===== src/rtl/nr_div_result_stage.sv =====
// Result stage behind the 4-bit non-restoring divider: restores the remainder, flags divide-by-zero,
// and buffers results in a DEPTH-entry FIFO. Optional self-check enabled by DIV_RESULT_CHECK_EN.
module nr_div_result_stage #(
  parameter int DEPTH = 4,
  parameter int CNT_W = 8
) (
  input  logic             clk,
  input  logic             rst,
  input  logic             in_valid,
  output logic             in_ready,
  input  logic [3:0]       div_x,
  input  logic [3:0]       div_y,
  input  logic [4:0]       div_r,
  input  logic [3:0]       div_q,
  output logic             out_valid,
  input  logic             out_ready,
  output logic [3:0]       out_quot,
  output logic [3:0]       out_rem,
  output logic             out_dbz,
  output logic [CNT_W-1:0] result_count,
  output logic             check_err
);

  localparam int PTR_W = $clog2(DEPTH);

  typedef struct packed {
    logic       dbz;
    logic [3:0] rem;
    logic [3:0] quot;
  } entry_t;

  entry_t             wr_ent;
  entry_t             head;
  entry_t             mem [DEPTH];
  logic [PTR_W-1:0]   wr_ptr, rd_ptr;
  logic [PTR_W:0]     occ;
  logic               full, push, pop;

  assign full      = (occ == (PTR_W+1)'(DEPTH));
  assign in_ready  = ~rst & ~full;
  assign out_valid = (occ != '0);
  assign push      = in_valid & in_ready;
  assign pop       = out_valid & out_ready;

  // Negative raw remainder is restored by adding the divisor back; mod-16 add keeps the low nibble.
  always_comb begin
    wr_ent = '0;
    if (div_y == 4'd0) begin
      wr_ent.dbz  = 1'b1;
      wr_ent.quot = 4'hF;
      wr_ent.rem  = div_x;
    end else begin
      wr_ent.quot = div_q;
      wr_ent.rem  = div_r[4] ? (div_r[3:0] + div_y) : div_r[3:0];
    end
  end

  always_ff @(posedge clk) begin
    if (rst) begin
      wr_ptr       <= '0;
      rd_ptr       <= '0;
      occ          <= '0;
      result_count <= '0;
    end else begin
      if (push) wr_ptr <= wr_ptr + 1'b1;
      if (pop) begin
        rd_ptr       <= rd_ptr + 1'b1;
        result_count <= result_count + 1'b1;
      end
      case ({push, pop})
        2'b10:   occ <= occ + 1'b1;
        2'b01:   occ <= occ - 1'b1;
        default: occ <= occ;
      endcase
    end
  end

  always_ff @(posedge clk) begin
    if (push) mem[wr_ptr] <= wr_ent;
  end

  // Head is read straight from the array; outputs are forced to zero while empty.
  assign head     = mem[rd_ptr];
  assign out_quot = out_valid ? head.quot : 4'd0;
  assign out_rem  = out_valid ? head.rem  : 4'd0;
  assign out_dbz  = out_valid ? head.dbz  : 1'b0;

`ifdef DIV_RESULT_CHECK_EN
  logic [7:0] recon;
  assign recon = {4'd0, wr_ent.quot} * {4'd0, div_y} + {4'd0, wr_ent.rem};

  always_ff @(posedge clk) begin
    if (rst)
      check_err <= 1'b0;
    else if (push && !wr_ent.dbz && ((recon != {4'd0, div_x}) || (wr_ent.rem >= div_y)))
      check_err <= 1'b1;
  end
`else
  assign check_err = 1'b0;
`endif

endmodule

===== config.mk =====
export PLATFORM = sky130hd
export DESIGN_NAME = nr_div_result_stage
export DESIGN_NICKNAME = d
export VERILOG_FILES = /design/src/rtl/nr_div_result_stage.sv
export SDC_FILE = /design/constraint.sdc
export NUM_CORES = 1
export LEC_CHECK = 0
export ABC_AREA = 1
export BUFFER_PORTS_ARGS = -buffer_cell sky130_fd_sc_hd__buf_2
export CAP_MARGIN = 20
export CORE_MARGIN = 5
export CORE_UTILIZATION = 45
export DETAILED_ROUTE_END_ITERATION = 7
export PLACE_DENSITY_LB_ADDON = 0.1
export SLEW_MARGIN = 10
export SYNTH_ARGS = -nofsm -noshare
export SYNTH_HDL_FRONTEND = slang
export SYNTH_SLANG_ARGS = --single-unit

===== constraint.sdc =====
create_clock -name clk -period 1.83 [get_ports clk]
set_clock_uncertainty 0.15 [all_clocks]
set_input_delay 0.183 -clock clk [delete_from_list [all_inputs] [get_ports clk]]
set_output_delay 0.183 -clock clk [all_outputs]
set_load 0.05 [all_outputs]

==> impl_metrics.yaml <==
floorplan:
  placeableCoreArea_mm2: 0.005507
  die_w_um: 85.41
  die-area_mm2: 0.007294
  ioPinCount: 41
  dieHeight_um: 85.41
  core.rowCount: 27
  floorplan.initialDensity_pct: 46.47
critical_path:
  critical_path.startpoint_type: "flip-flop"
  path_max_fanout: 3
  critical_path.reg2reg.startpoint: "occ[0]$_SDFFE_PP0P_"
  reg2reg_depth: 12
  worst-r2r-setup-slack_ns: -0.05
  worst_setup_path_end_kind: "flip-flop"
  path_cells: "inv_4, nand3_4, nand2_8, inv_8, ha_4, inv_4, fa_2, a21oi_2, o21ai_2, nand2_1, nand2_1, nor2_1"
  timing.rr.end: "occ[2]$_SDFFE_PP0P_"
  cp.arrival_ns: 1.97
  crit_type: "flip-flop to flip-flop"
  cp_slowest_cell: "sky130_fd_sc_hd__fa_2"
  cpPeakStageDelay_ns: 0.38
  cp_data_required_time_ns: 1.92
clock_network:
  cts.htree.levels: 2
  cts_tree: "yes"
  clock_insertion_delay_worst_skew_ns: 0.31
  cts_clk_pin_slew_worst_paths_ns: 0.10
  cts_inserted_buffers: 5
  cts_root_buffer: "sky130_fd_sc_hd__clkbuf_8"
  clock-sinks: 53
  max-clock-path-buffers: 2
yosys:
  postSynthAreaPerCell_um2: 9.583
  dominantRegCellSynth: "sky130_fd_sc_hd__edfxtp_1"
  postSynthRegisterBits: 53
  synth_seq_area_share_pct: 55.55
  postSynth.asyncResetShare_pct: 0
  mappedNetlistArea_mm2: 0.002559
  synth.distinct_cells: 33
  synth_edf_count: 36
  netlist_instances: 267
  ys_warn_count: 0
  synth_fp_nets: 299
sta:
  fmax_mhz: 532.9
  final_max_slew_viol_count: 0
  final.period_utilization_pct: 102.5
  hold_viol_final: 0
  timing.final.setup_violations: 1
  unrepaired_setup_endpoints_after_global_routing: "yes"
  timing.final.crit_period_ns: 1.877
  fin_tns_setup_ns: -0.04660
  whs_ns: 0.03180
  setup_ws_ns: -0.04660
run:
  cap_viol_max_count: 0
cells_and_area:
  fillerInstances: 500
  final_util_pct: 57.85
  areaGrowthSynthToFinish_pct: 24.50
  drive_gt1_share_pct: 31.00
  antenna-diode-count: 0
  final_net_count: 360
power:
  peakVddDrop_v: 0.0008203
  power_dens_cells_mw_per_mm2: 1332
  p_leak_uw: 0.001280
global_route:
  first_global_vias: 1875
  antenna_found_initial: 0
  maximum_number_of_pins_on_one_net_before_global_route_repair: 19
  all_layer_global_routing_usage_pct: 14.95
  globalRouteOverflowTotal: 0
  grt_pass1_wl_um: 8645
place:
  detailedPlacementHpwl_um: 3578
  port_buffers: 39
  gpl.final_weighted_congestion: 0.7685
detailed_routing:
  num_vias: 1959
  drt_pre_antenna_iters: 4
  drc_errors: 0
  final_wl_um: 5259
  drt_first_iter_violations: 138
  detail-route-antenna-nets: 0
  viasPerCell: 4.885
  detail_route.wl_per_cell_um: 13.11
min_path:
  hold_path_class: "primary input to flip-flop"
  hold_path_end: "mem[2][0]$_DFFE_PP_"
  timing.hold.worst.start: "div_q[0]"
  hold_depth: 2
status:
  violations: "negative setup slack"
  outcome: "complete, but fails checks"
==> through the flow <==
step / setup slack (ns) / power [µW] / cell area (µm²) / instances
floorplan: -0.1461 / 2747 / 2582 / 267
global placement: -0.02067 / 3155 / 2913 / 384
detailed placement: -0.1060 / 3168 / 2913 / 384
CTS: -0.007086 / 4098 / 3095 / 396
global route: -0.1670 / 4499 / 3186 / 401
finish: -0.04660 / 4243 / 3186 / 401
==> what timing repair did <==
item,4_1_cts,5_1_grt
pin swaps,1,14
cloned,0,1
setup buffers,3,4
gates resized for setup,14,23
hold buffers,1,0
endpoints found under the hold margin,2,0
setup endpoints to repair,10,10
==> where the power goes <==
group          switching, µW  internal (µW)  total, µW
registers               86.4           1400       1490
clock network            386            409        795
logic                   1280            681       1960
==> how the worst max path moves through the flow <==
| stage | startpoint | to | slack, ns | cells after the start |
|---|---|---|---|---|
| after CTS | flip-flop | out_rem[2] | -0.007 | 6 |
| after detailed placement | div_y[0] | mem[0][6]$_DFFE_PP_ | -0.11 | 8 |
| after global placement | div_y[0] | mem[0][6]$_DFFE_PP_ | -0.02 | 8 |
| after global routing | occ[0]$_SDFFE_PP0P_ | occ[2]$_SDFFE_PP0P_ | -0.17 | 12 |
| after floorplan | occ[0]$_SDFFE_PP0P_ | out_dbz | -0.15 | 4 |
| final | occ[0]$_SDFFE_PP0P_ | occ[2]$_SDFFE_PP0P_ | -0.05 | 12 |
==> cell families (layout without fill, tap and decap cells) <==
kind of cell | count (synthesis) | after routing | synth area share (%)
AND/OR/NAND/NOR | 106 | 106 | 19.02
AO/OA/AOI/OAI | 56 | 56 | 11.44
flip-flops | 53 | 53 | 55.55
buffers and inverters | 36 | 98 | 6.503
adder cells (fa/ha/maj) | 11 | 11 | 5.966
XOR/XNOR | 4 | 4 | 1.369
other | 1 | 1 | 0.1466
==> layout by cell type, fill, tap and decap left out, types with 2 or more instances in the layout <==
cell and instances:
sky130_fd_sc_hd__clkbuf_8 5, sky130_fd_sc_hd__xor2_1 2, sky130_fd_sc_hd__ha_1 8, sky130_fd_sc_hd__buf_4 25, sky130_fd_sc_hd__nor2_4 3, sky130_fd_sc_hd__a21oi_1 16
sky130_fd_sc_hd__inv_4 3, sky130_fd_sc_hd__o21ai_1 13, sky130_fd_sc_hd__nand3_2 2, sky130_fd_sc_hd__buf_6 3, sky130_fd_sc_hd__inv_1 20, sky130_fd_sc_hd__nand2_1 30
sky130_fd_sc_hd__nor2_2 2, sky130_fd_sc_hd__dfxtp_2 3, sky130_fd_sc_hd__xnor2_1 2, sky130_fd_sc_hd__buf_2 30, sky130_fd_sc_hd__or2_2 3, sky130_fd_sc_hd__nand3_1 7
sky130_fd_sc_hd__a21oi_2 5, sky130_fd_sc_hd__nor2_1 54, sky130_fd_sc_hd__inv_2 4, sky130_fd_sc_hd__o21ai_0 19, sky130_fd_sc_hd__dfxtp_1 13, sky130_fd_sc_hd__edfxtp_1 36
sky130_fd_sc_hd__o21ai_2 2
==> routing by layer <==
layer | track usage (%) | wire length (µm) | up-vias
met1 | 18.18 | 2311 | 910
met3 | 3.495 | 281 | 7
met5 | 0 | 0 | -
met2 | 25.85 | 2589 | 40
met4 | 5.180 | 76 | 0
li1 | - | - | 1002
==> sequential cells by signal, summed over array words and instances (netlist names), named ones only <==
| signal | count |
|---|---|
| occ | 3 |
| rd_ptr | 2 |
| wr_ptr | 2 |
| result_count | 8 |
| mem | 36 |
==> synth_stat cells (2+ instances only) <==
cell type	instances	area share [%]
sky130_fd_sc_hd__nor2_1	56	8.2
sky130_fd_sc_hd__edfxtp_1	36	42
sky130_fd_sc_hd__o21ai_0	31	6.1
sky130_fd_sc_hd__nand2_1	30	4.4
sky130_fd_sc_hd__inv_1	21	3.1
sky130_fd_sc_hd__a21oi_1	19	3.7
sky130_fd_sc_hd__dfxtp_1	17	13
sky130_fd_sc_hd__ha_1	9	4.4
sky130_fd_sc_hd__nand3_1	7	1.4
sky130_fd_sc_hd__inv_2	6	0.88
sky130_fd_sc_hd__buf_2	3	0.59
sky130_fd_sc_hd__nor2_4	3	1.3
sky130_fd_sc_hd__or2_2	3	0.73
sky130_fd_sc_hd__a21oi_2	2	0.68
sky130_fd_sc_hd__fa_1	2	1.6
sky130_fd_sc_hd__nand3_2	2	0.78
sky130_fd_sc_hd__o21ai_1	2	0.39
sky130_fd_sc_hd__xnor2_1	2	0.68
sky130_fd_sc_hd__xor2_1	2	0.68
==> cell type report <==
| cell class | instances | area (µm²) | area share [%] |
|---|---|---|---|
| clock inverter | 3 | 46.29 | 1.453 |
| tap | 72 | 90.09 | 2.828 |
| sequential | 53 | 1429 | 44.85 |
| clock buffer | 5 | 68.82 | 2.160 |
| timing repair buffer | 61 | 421.7 | 13.24 |
| multi-input combinational | 178 | 1006 | 31.58 |
| inverter | 29 | 123.9 | 3.888 |
==> critical path: cells and delay by family (launching register included) <==
kind / cells / cell delay, ns
AO/OA/AOI/OAI: 2 / 0.25
adder cells (fa/ha/maj): 2 / 0.51
buffers and inverters: 3 / 0.14
flip-flops: 1 / 0.36
AND/OR/NAND/NOR: 5 / 0.41
No activity file was read; power rests on OpenSTA's default activity.
